**src/rtl/key_led_ctrl.sv**
```systemverilog
// Debounced two-key mode controller driving an LED bank.
// Modes: BLINK, FREEZE (hold entry value), ON, OFF; key 0 steps forward, key 1 steps back.
module key_led_ctrl #(
    parameter int CLK_FREQ    = 27_000_000,
    parameter int KEY_NUM     = 2,
    parameter int LED_NUM     = 6,
    parameter int DEBOUNCE_MS = 20,
    parameter int BLINK_MS    = 500
) (
    input  logic               clk,
    input  logic               rst,
    input  logic [KEY_NUM-1:0] key,
    output logic [LED_NUM-1:0] led_o,
    output logic [1:0]         mode_o,
    output logic [KEY_NUM-1:0] key_evt_o
);

    localparam int D  = (CLK_FREQ / 1000) * DEBOUNCE_MS;
    localparam int B  = (CLK_FREQ / 1000) * BLINK_MS;
    localparam int CW = (D > 1) ? $clog2(D) : 1;
    localparam int BW = (B > 1) ? $clog2(B) : 1;

    typedef enum logic [1:0] {
        MODE_BLINK  = 2'd0,
        MODE_FREEZE = 2'd1,
        MODE_ON     = 2'd2,
        MODE_OFF    = 2'd3
    } mode_e;

    logic [KEY_NUM-1:0] sync1_q, sync2_q;
    logic [KEY_NUM-1:0] stable_q, stable_d;
    logic [CW-1:0]      cnt_q [KEY_NUM];
    logic [CW-1:0]      cnt_d [KEY_NUM];
    logic [KEY_NUM-1:0] evt_q, evt_d;
    mode_e              mode_q, mode_d;
    logic [BW-1:0]      bcnt_q, bcnt_d;
    logic [LED_NUM-1:0] ph_q, ph_d;
    logic [LED_NUM-1:0] led_q, led_d;
    logic               blink_entry;

    // A key's debounced level flips only after D consecutive disagreeing samples.
    always_comb begin
        stable_d = stable_q;
        evt_d    = '0;
        for (int i = 0; i < KEY_NUM; i++) begin
            cnt_d[i] = '0;
            if (sync2_q[i] != stable_q[i]) begin
                if (cnt_q[i] == CW'(D - 1)) begin
                    stable_d[i] = sync2_q[i];
                    evt_d[i]    = ~sync2_q[i];
                end else begin
                    cnt_d[i] = cnt_q[i] + 1'b1;
                end
            end
        end
    end

    always_comb begin
        mode_d = mode_q;
        unique case ({evt_q[1], evt_q[0]})
            2'b01:   mode_d = mode_e'(mode_q + 2'd1);
            2'b10:   mode_d = mode_e'(mode_q - 2'd1);
            default: mode_d = mode_q;
        endcase
    end

    assign blink_entry = (mode_d == MODE_BLINK) && (mode_q != MODE_BLINK);

    always_comb begin
        bcnt_d = bcnt_q + 1'b1;
        ph_d   = ph_q;
        if (blink_entry) begin
            bcnt_d = '0;
            ph_d   = '1;
        end else if (bcnt_q == BW'(B - 1)) begin
            bcnt_d = '0;
            ph_d   = ~ph_q;
        end
    end

    // LEDs follow the next mode so they change on the same edge as mode_o.
    always_comb begin
        led_d = led_q;
        unique case (mode_d)
            MODE_BLINK:  led_d = ph_d;
            MODE_FREEZE: led_d = led_q;
            MODE_ON:     led_d = '1;
            MODE_OFF:    led_d = '0;
            default:     led_d = led_q;
        endcase
    end

    always_ff @(posedge clk) begin
        if (rst) begin
            sync1_q  <= '1;
            sync2_q  <= '1;
            stable_q <= '1;
            for (int i = 0; i < KEY_NUM; i++) begin
                cnt_q[i] <= '0;
            end
            evt_q    <= '0;
            mode_q   <= MODE_BLINK;
            bcnt_q   <= '0;
            ph_q     <= '1;
            led_q    <= '1;
        end else begin
            sync1_q  <= key;
            sync2_q  <= sync1_q;
            stable_q <= stable_d;
            cnt_q    <= cnt_d;
            evt_q    <= evt_d;
            mode_q   <= mode_d;
            bcnt_q   <= bcnt_d;
            ph_q     <= ph_d;
            led_q    <= led_d;
        end
    end

    assign led_o     = led_q;
    assign mode_o    = mode_q;
    assign key_evt_o = evt_q;

endmodule

```
**config.mk**
```make
export PLATFORM = sky130hd
export DESIGN_NAME = key_led_ctrl
export DESIGN_NICKNAME = d
export VERILOG_FILES = /design/src/rtl/key_led_ctrl.sv
export SDC_FILE = /design/constraint.sdc
export NUM_CORES = 1
export LEC_CHECK = 0
export ABC_AREA = 1
export CORE_AREA = 3 3 112 93
export CTS_CLUSTER_SIZE = 25
export DETAILED_ROUTE_END_ITERATION = 8
export DIE_AREA = 0 0 115 96
export SETUP_SLACK_MARGIN = 0.15
export SLEW_MARGIN = 20
export SYNTH_ARGS = -nofsm -noshare
export SYNTH_HDL_FRONTEND = slang
export SYNTH_SLANG_ARGS = --single-unit
```
**constraint.sdc**
```tcl
create_clock -name clk -period 3.5 [get_ports clk]
set_clock_uncertainty 0.15 [all_clocks]
set_input_delay 0.35 -clock clk [delete_from_list [all_inputs] [get_ports clk]]
set_output_delay 0.35 -clock clk [all_outputs]
set_load 0.05 [all_outputs]
```
======== After elaboration in Yosys (flattened, before gate mapping) ========
Cells that the tools add are included.
cells by class
  reductions and logical operators ........ 10
  add/subtract/negate cells ............... 5
  equal/unequal tests ..................... 10
  bitwise operators ....................... 7
  muxes and demuxes ....................... 4
operator list
  operator               count
  $add 20x1->20 const B  2
  $eq 20x20->1 const B   2
  $add 24x1->24 const B  1
  $eq 24x24->1 const B   1
  $pmux 6 s3             1
  $reduce_or 3->1        5
  $mux 6                 2
  $eq 2x2->1 const B     3
  $not 1->1              6
  $not 6->6              1
  $eq 2x1->1 const B     2
  $pmux 2 s2             1
  $reduce_and 2->1       2
  $add 2x1->2 const B    1
  $logic_not 2->1        1
  $ne 1x1->1             2
  $reduce_bool 2->1      1
  $sub 2x1->2 const B    1
  $logic_and 1x1->1      1
storage, ports and cells
  register bits after elaboration ......... 86
  bits of input ports ..................... 4
  word-level logic and storage cells ...... 48
  output and inout port bits .............. 10

======== Logic depth before layout (Yosys ltp) ========
Gate-level depths: netlist of run 1.
  word-level depth ........................ 6
  gate-level depth with buffers ........... 14
  depth with buffers taken out ............ 13

======== Worst setup path after synthesis of run 1 ========
Ideal clock, no wire load.
  kind .................................... register -> register
  start point ............................. register evt_q[0], in the netlist key_evt_o[0]
  end point ............................... register bcnt_q[10]
  period minus slack after synthesis ...... 2124 ps
  slack ................................... 1376 ps
  cell stages (with the launch flop) ...... 14
  data arrival time ....................... 1858 ps
  setup time .............................. 116 ps
  required time ........................... 3234 ps
  path buffers ............................ 1
  cells stage by stage .................... dfxtp_1 inv_1 ha_1 inv_1 nand3_1 nand2_1 nand2_1 inv_1 nand2_1 nand2_2 clkinv_2 nand2_4 buf_6 nor2_1
on the way
  word-level cells in the longest chain between the ends .. 5
  elaborated cells on any way between the ends .. 6
  classes of those cells .................. eq/ne: 2; mux: 1; reduce/logical: 3
ends and longest elaborated chain
  element                                          line  RTL
  start, declared                                  34    logic [KEY_NUM-1:0] evt_q, evt_d;
  start signal, assigned                           111   evt_q <= evt_d;
  $eq 2x2->1 / $eq 2x1->1 (equally long branches)  60    unique case ({evt_q[1], evt_q[0]})
  $pmux 2 s2 (*)                                   60
  $logic_not 2->1 (*)                              67    assign blink_entry = (mode_d == MODE_BLINK) && (mode_q != MODE_BLINK);
  $logic_and 1x1->1 (*)                            67
  $reduce_or 3->1 (no line) (*)                    --
  end signal, assigned                             113   bcnt_q <= bcnt_d;
  end, declared                                    36    logic [BW-1:0] bcnt_q, bcnt_d;
Every way passes the cells marked *; elsewhere a longest branch is shown, timed or not.
A chain may end at the register's enable or synchronous reset.

======== Worst setup path in the final report of run 1 ========
  start point ............................. register mode_q[0], in the netlist mode_o[0]
  end point ............................... output port mode_o[0]
RTL lines
  element                 line  RTL
  start, declared         35    mode_e mode_q, mode_d;
  start signal, assigned  112   mode_q <= mode_d;
  end, declared           14    output logic [1:0] mode_o,
No word-level cell between the ends.

==> results of run 1 <==
==> registers in the layout, summed over array words and instances, names as in the netlist <==
signal / count
bcnt_q: 24
cnt_q: 40
key_evt_o: 2
led_o: 6
mode_o: 2
ph_q: 6
stable_q: 2
sync1_q: 2
sync2_q: 2
==> synth_stat cells, types with 2 or more instances <==
cell type | count | share of area
nor2_1 | 109 | 0.098
nand4_1 | 12 | 0.018
nor2_4 | 2 | 0.0054
a21oi_1 | 24 | 0.029
dfxtp_1 | 86 | 0.41
o21ai_0 | 7 | 0.0084
nor3_1 | 12 | 0.014
nand3_1 | 48 | 0.058
nand2_2 | 4 | 0.0060
nand3_2 | 4 | 0.0096
inv_1 | 73 | 0.066
ha_1 | 4 | 0.012
nand2_1 | 154 | 0.14
nor2_2 | 5 | 0.0075
inv_2 | 2 | 0.0018
nand3b_1 | 8 | 0.014
xnor2_1 | 11 | 0.023
nor3b_1 | 3 | 0.0054
nor3_2 | 2 | 0.0048
xor2_1 | 19 | 0.040
or2_2 | 6 | 0.0090
buf_6 | 2 | 0.0054
nor4_1 | 2 | 0.0030
==> layer usage <==
layer / vias to the layer above / routed length, um / part of all wire
met5: - / 0 / 0
met4: 0 / 85 / 0.0099
met3: 10 / 357 / 0.041
met2: 57 / 3590 / 0.42
met1: 1655 / 4570 / 0.53
li1: 1939 / - / -
==> power by group through the flow <==
| stage | registers [mW] | clock network, mW | logic (mW) |
|---|---|---|---|
| 2_1_floorplan | 1.01 | 0 | 0.0229 |
| 3_3_place_gp | 1.01 | 0 | 0.0304 |
| 3_5_place_dp | 1.01 | 0 | 0.0314 |
| 4_1_cts | 0.989 | 1.05 | 0.0316 |
| 5_1_grt | 0.989 | 1.09 | 0.0361 |
| 6_report | 0.989 | 1.02 | 0.0309 |
==> area by class of cell <==
cell class / count / area share
Multi-Input combinational cell: 439 / 0.450
Clock buffer: 11 / 0.0492
Timing Repair Buffer: 13 / 0.0275
Sequential cell: 86 / 0.364
Inverter: 76 / 0.0606
Tap cell: 119 / 0.0315
Clock inverter: 5 / 0.0175
==> kinds of logic after synthesis <==
| kind of cell | synth area share |
|---|---|
| flops | 0.413 |
| fa+ha+maj | 0.0120 |
| compound gates | 0.0372 |
| simple gates | 0.398 |
| buf+inv | 0.0769 |
| xor+xnor | 0.0630 |
==> cells in the final DEF (no fill, tap or decap), types with 2 or more instances in the layout <==
cell,synthesis,final
nand2_1,154,154
nor2_1,109,109
dfxtp_1,86,86
inv_1,73,73
nand3_1,48,48
a21oi_1,24,24
xor2_1,19,19
clkdlybuf4s50_1,0,13
nand4_1,12,12
nor3_1,12,12
xnor2_1,11,11
clkbuf_16,0,9
nand3b_1,8,8
o21ai_0,7,7
or2_2,6,6
nor2_2,5,5
nand2_2,4,4
nand3_2,4,4
ha_1,4,4
nor3b_1,3,3
clkinv_2,1,2
nor2_4,2,2
nor3_2,2,2
inv_2,2,2
nor4_1,2,2
bufinv_16,0,2
clkbuf_1,1,2
==> per-stage QoR <==
step                utilization  setup WS [ns]  hold slack, ns
detailed placement        0.467           1.28           0.244
global route              0.500           1.39           0.276
global placement          0.467           1.35           0.245
finish                    0.500           1.46           0.261
floorplan                     -           1.38           0.239
CTS                       0.500           1.45           0.260
==> worst paths after layout <==
kind,start,end,slack [ns],cells after the start
setup / recovery,mode_o[0],mode_o[0],1.46,1
hold reg to reg,sync1_q[1],sync2_q[1],0.26,1
setup reg to reg,bcnt_q[0],led_o[4],1.60,8
hold / removal,sync1_q[1],sync2_q[1],0.26,1
==> results.md, run 1 <==
- Max-cap viol count: 0
- CORE AREA: 9450 um2
- Buf/Inv on CP: 1
- Initial drt markers: 281
- Slowest stage delay, CP: 0.82 ns
- Sequential group share of total power: 0.484
- Met1 global-route usage: 0.236
- Vias/cell: 4.89
- Drt total wl: 8600 um
- Synth Register Bits: 86
- Post-Syn Nets: 613
- Initial Util: 0.441
- Post-route cell area: 4730 um2
- CTS Hold Buffers Added: 0
- Final-stage net count: 633
- Final Wtd Congestion: 0.871
- Clock buffer depth: 2
- Crit end category: output port
- Worst-skew pair later-pin latency: 0.34 ns
- Gr usage total: 0.165
- TNS Setup: 0 ns
- Reg area: 1720 um2
- Area Overhead vs Synth: 13.4%
- Post-synthesis cell type count: 29
- Worst slew pin tran: 0.585 ns
- FFs w/ async S/R, synth: 0
- First-pass GRT wire length: 14800 um
- H-tree Lvls: 3
- Pre-Repair DR Iteration Count: 5
- DRC errors left: 0
- CP max FO: 4
- Ports: 14
- Vias in the first global route: 3323
- Fill cell count: 933
- CTS tree: built
- DR vias: 3661
- CTS Root Cell: clkbuf_16
- Period minus WS final: 2.04 ns
- GR Layer Usage met3: 0.0434
- CP Class: register to output port
- Status: finished clean
- Final Non-Filler Cells: 749
- Sw frac: 0.205
- Switching power: 0.418 mW
- Num CTS Buffers: 9
- Std-Cell Rows: 32
- Startpoint Class: register
- CP Data Required Time: 3.00 ns
- Initial antenna violation count: 0
- Fin crit share: 0.583
- Met2 Track Usage GR: 0.246
- Post-synth top flop: dfxtp_1
- Fmax: 0.490 GHz
- Synth Cell Area: 4170 um2
- Clock network power share: 0.500
- Grt ovf: 0
- WP data arrival: 1.54 ns
- Antenna diodes: 0
- DR WL/cell: 11.5 um
- Final Hold Violating Endpoints: 0
- Placed Cells incl. Taps: 733
- Share of cells above drive strength 1: 0.0651
- IO Port Bufs: 13
- Die area: 11000 um2
- CTS sink count: 86
- Comb pwr share: 0.015
- Post-CTS setup buffer count: 0
- CP top delay family: buffers and inverters
- Total design power: 2.04 mW
- Worst-path cell chain: clkdlybuf4s50_1
- Hold Path Class: register to register
- Post-synth EDFFs: 0
- Die Span Y: 96 um
- Pleak: 1.79 nW
- Multi-input logic area: 2130 um2
- Sequential share of the synthesized area: 0.413
- Worst-path clk slew: 0.07 ns
- Final Slew Violations: 0
- Final setup viols: 0
- RSZ-0062 raised after global routing: no
- DP HPWL: 6300 um
- Die width: 115 um
- Synth Area per Inst: 6.89 um2
- Largest net degree at the start of global routing: 20
- Int Power: 1.62 mW
- Maximum vdd drop: 366 uV
- Syn. warnings: 0
- Crit-path slowest cell: clkdlybuf4s50_1
- GRT Max-Usage Layer: met2
- Power Dens Cells: 432 nW/um2
- Antenna-violating nets left: 0
- Cell count after synthesis: 605
- Relative slew slack: 0.609
- PostCTS Resize Cnt: 0
- Dpl cell area: 4410 um2
Power figures use the tool's default switching activity.
==> run 2: changes to the inputs <==
==> constraint.sdc (replaced) <==
create_clock -name clk -period 2 [get_ports clk]
set_clock_uncertainty 0.15 [all_clocks]
set_input_delay 0.2 -clock clk [delete_from_list [all_inputs] [get_ports clk]]
set_output_delay 0.2 -clock clk [all_outputs]
set_load 0.05 [all_outputs]
==> run 2 against run 1 <==
Net effect: via count is 1.9% lower; hold slack hardly changed; critical path type is now register to register; core utilization increased by 0.81 points; sequential power grew 75%.
==> results.md, run 2 (synthesis results as in run 1) <==
- Die Span Y: 96 um (unchanged)
- Worst slew pin tran: 0.519 ns (-0.0659 ns)
- Largest net degree at the start of global routing: 20 (unchanged)
- Crit path to: bcnt_q[13]
- WP data arrival: 1.81 ns (+0.27 ns)
- RSZ-0062 raised after global routing: yes
- Gr usage total: 0.161 (-0.00362)
- Fin crit share: 0.870
- TNS Setup: 0 ns (unchanged)
- Largest register FFs: 40 (unchanged)
- Pleak: 1.82 nW (+1.6%)
- Area Overhead vs Synth: 15.3%
- Most common cell after layout, fill and taps aside: nand2_1
- Crit end category: register
- Max-cap viol count: 0 (unchanged)
- Final Slew Violations: 0 (unchanged)
- Power Dens Cells: 681 nW/um2 (+58%)
- Share of cells above drive strength 1: 0.0836 (+0.0185)
- Worst-path clk slew: 0.06 ns (about the same)
- Int Power: 2.59 mW (+59%)
- H-tree Lvls: 3 (unchanged)
- Initial drt markers: 152 (-46%)
- CP startpoint: key_evt_o[0]
- Clock network power share: 0.452 (-0.048)
- Largest Register: cnt_q
- Switching power: 0.687 mW (+64%)
- Fmax: 0.575 GHz
- WL met2: 3490 um (-2.7%)
- Die width: 115 um (unchanged)
- Metal-1 WL: 4410 um (-3.5%)
- Vias in the first global route: 3322 (-0.030%)
- Initial antenna violation count: 0 (unchanged)
- Std-Cell Rows: 32 (unchanged)
- Regs by FF count: cnt_q (40), bcnt_q (24)
- Initial Util: 0.441 (unchanged)
- Crit-path slowest cell: dfxtp_4
- First-pass GRT wire length: 14400 um (-2.9%)
- CP most frequent cell: nand2_1
- Pre-Repair DR Iteration Count: 5 (unchanged)
- DR WL/cell: 11.0 um (-4.1%)
- Commonest cells after routing, fill and taps aside: 154 x nand2_1, 108 x nor2_1, 82 x dfxtp_1
- Drt total wl: 8300 um (-3.6%)
- Final Hold Violating Endpoints: 0 (unchanged)
- R2R Setup Slk: 0.26 ns (-1.34 ns)
- Startpoint Class: register
- Final Wtd Congestion: 0.874 (+0.28%)
- Sw frac: 0.210 (+0.00520)
- Vias/cell: 4.77 (-2.4%)
- Final setup viols: 0 (unchanged)
- Slowest stage delay, CP: 0.34 ns (-0.48 ns)
- Antenna diodes: 0 (unchanged)
- CP top delay family: simple AND/OR/NAND/NOR gates
- Antenna-violating nets left: 0 (unchanged)
- CP max FO: 18 (+14)
- Max layer used: met4
- Ports: 14 (unchanged)
- Fill cell count: 942 (+0.96%)
- CTS sink count: 86 (unchanged)
- Met3 wire len: 312 um (-13%)
- Pre-CTS setup slack: 0.186 ns (-1.10 ns)
- DP HPWL: 6290 um (-0.20%)
- Sequential group share of total power: 0.529 (+0.045)
- CORE AREA: 9450 um2 (unchanged)
- DR vias: 3592 (-1.9%)
- Die area: 11000 um2 (unchanged)
- R2R Path Start: key_evt_o[0]
- CP Class: register to register
- Buf/Inv on CP: 2 (+1)
- Final-stage net count: 637 (+0.63%)
- CTS Root Cell: clkbuf_16
- DRC errors left: 0 (unchanged)
- Period minus WS final: 1.74 ns
- Reg2reg end: bcnt_q[13]
- CP Data Required Time: 2.07 ns (-0.93 ns)
- Worst-path cell chain: inv_1, ha_4, nand2_1, o21ai_0, nand2_1, nand2_2, clkinv_4, nand2_8, nor2_1
- Maximum vdd drop: 603 uV (+65%)
- Status: finished clean
- Hold Path Class: register to register
- Grt ovf: 0 (unchanged)
- Num CTS Buffers: 9 (unchanged)
- Setup ws final: 0.260 ns (-1.20 ns)
- IO Port Bufs: 13 (unchanged)
- Worst-skew pair later-pin latency: 0.33 ns (about the same)
- Relative slew slack: 0.654 (+0.0446)
- R2R cell count: 9 (+1)
- CTS Hold Buffers Added: 0 (unchanged)
- Crit. path cell count: 9 (+8)
- Clock buffer depth: 2 (unchanged)
- Comb pwr share: 0.019 (+0.004)
- Post-CTS setup buffer count: 0 (unchanged)
- CTS tree: built
run 2: power groups by stage:
stage / combinational, mW / sequential, mW / clock [mW]
CTS: 0.0606 / 1.73 / 1.53
floorplan: 0.0427 / 1.77 / 0
finish: 0.0629 / 1.73 / 1.48
global route: 0.0708 / 1.73 / 1.61
detailed placement: 0.0603 / 1.77 / 0
global placement: 0.0590 / 1.77 / 0
run 2: how the worst min path moves through the flow:
stage | from | end | slack (ns) | depth (start not counted)
floorplan | key[0] | sync1_q[0] | 0.15 | 1
global route | sync1_q[0] | sync2_q[0] | 0.28 | 1
finish | sync1_q[0] | sync2_q[0] | 0.26 | 1
detailed placement | sync1_q[0] | sync2_q[0] | 0.24 | 1
global placement | sync1_q[0] | sync2_q[0] | 0.24 | 1
CTS | sync1_q[0] | sync2_q[0] | 0.26 | 1
run 2: worst register-to-register path, cell delays in order (launching register included):
cell and delay (ns):
dfxtp_4 0.34, inv_1 0.05, ha_4 0.27, nand2_1 0.06, o21ai_0 0.21, nand2_1 0.10, nand2_2 0.13, clkinv_4 0.11
nand2_8 0.14, nor2_1 0.07
run 2: metal layers:
layer | vias to the layer above | track usage
met4 | 0 | 0.0528
met2 | 49 | 0.244
met1 | 1585 | 0.223
li1 | 1951 | -
met5 | - | 0
met3 | 7 | 0.0440
run 2: what timing repair did:
item,in CTS,in global routing
resized for setup,4,16
pin swaps,0,1
setup endpoints to repair,4,38
run 2: cell type report:
type	count	area, um2	area share
inverter	76	290	0.0604
tap	119	149	0.0310
multi-input combinational	439	2190	0.456
sequential	86	1730	0.360
timing repair buffer	17	183	0.0380
clock inverter	4	25.0	0.00521
clock buffer	12	236	0.0492
run 2: metrics by stage:
stage	hold slack [ns]	instances	instance area [um2]	total power, mW	utilization
after floorplan	0.154	605	4200	1.81	-
after global placement	0.241	737	4490	1.82	0.475
after detailed placement	0.243	737	4490	1.83	0.475
after CTS	0.261	753	4750	3.32	0.502
after global routing	0.279	753	4800	3.41	0.508
final	0.260	753	4800	3.27	0.508
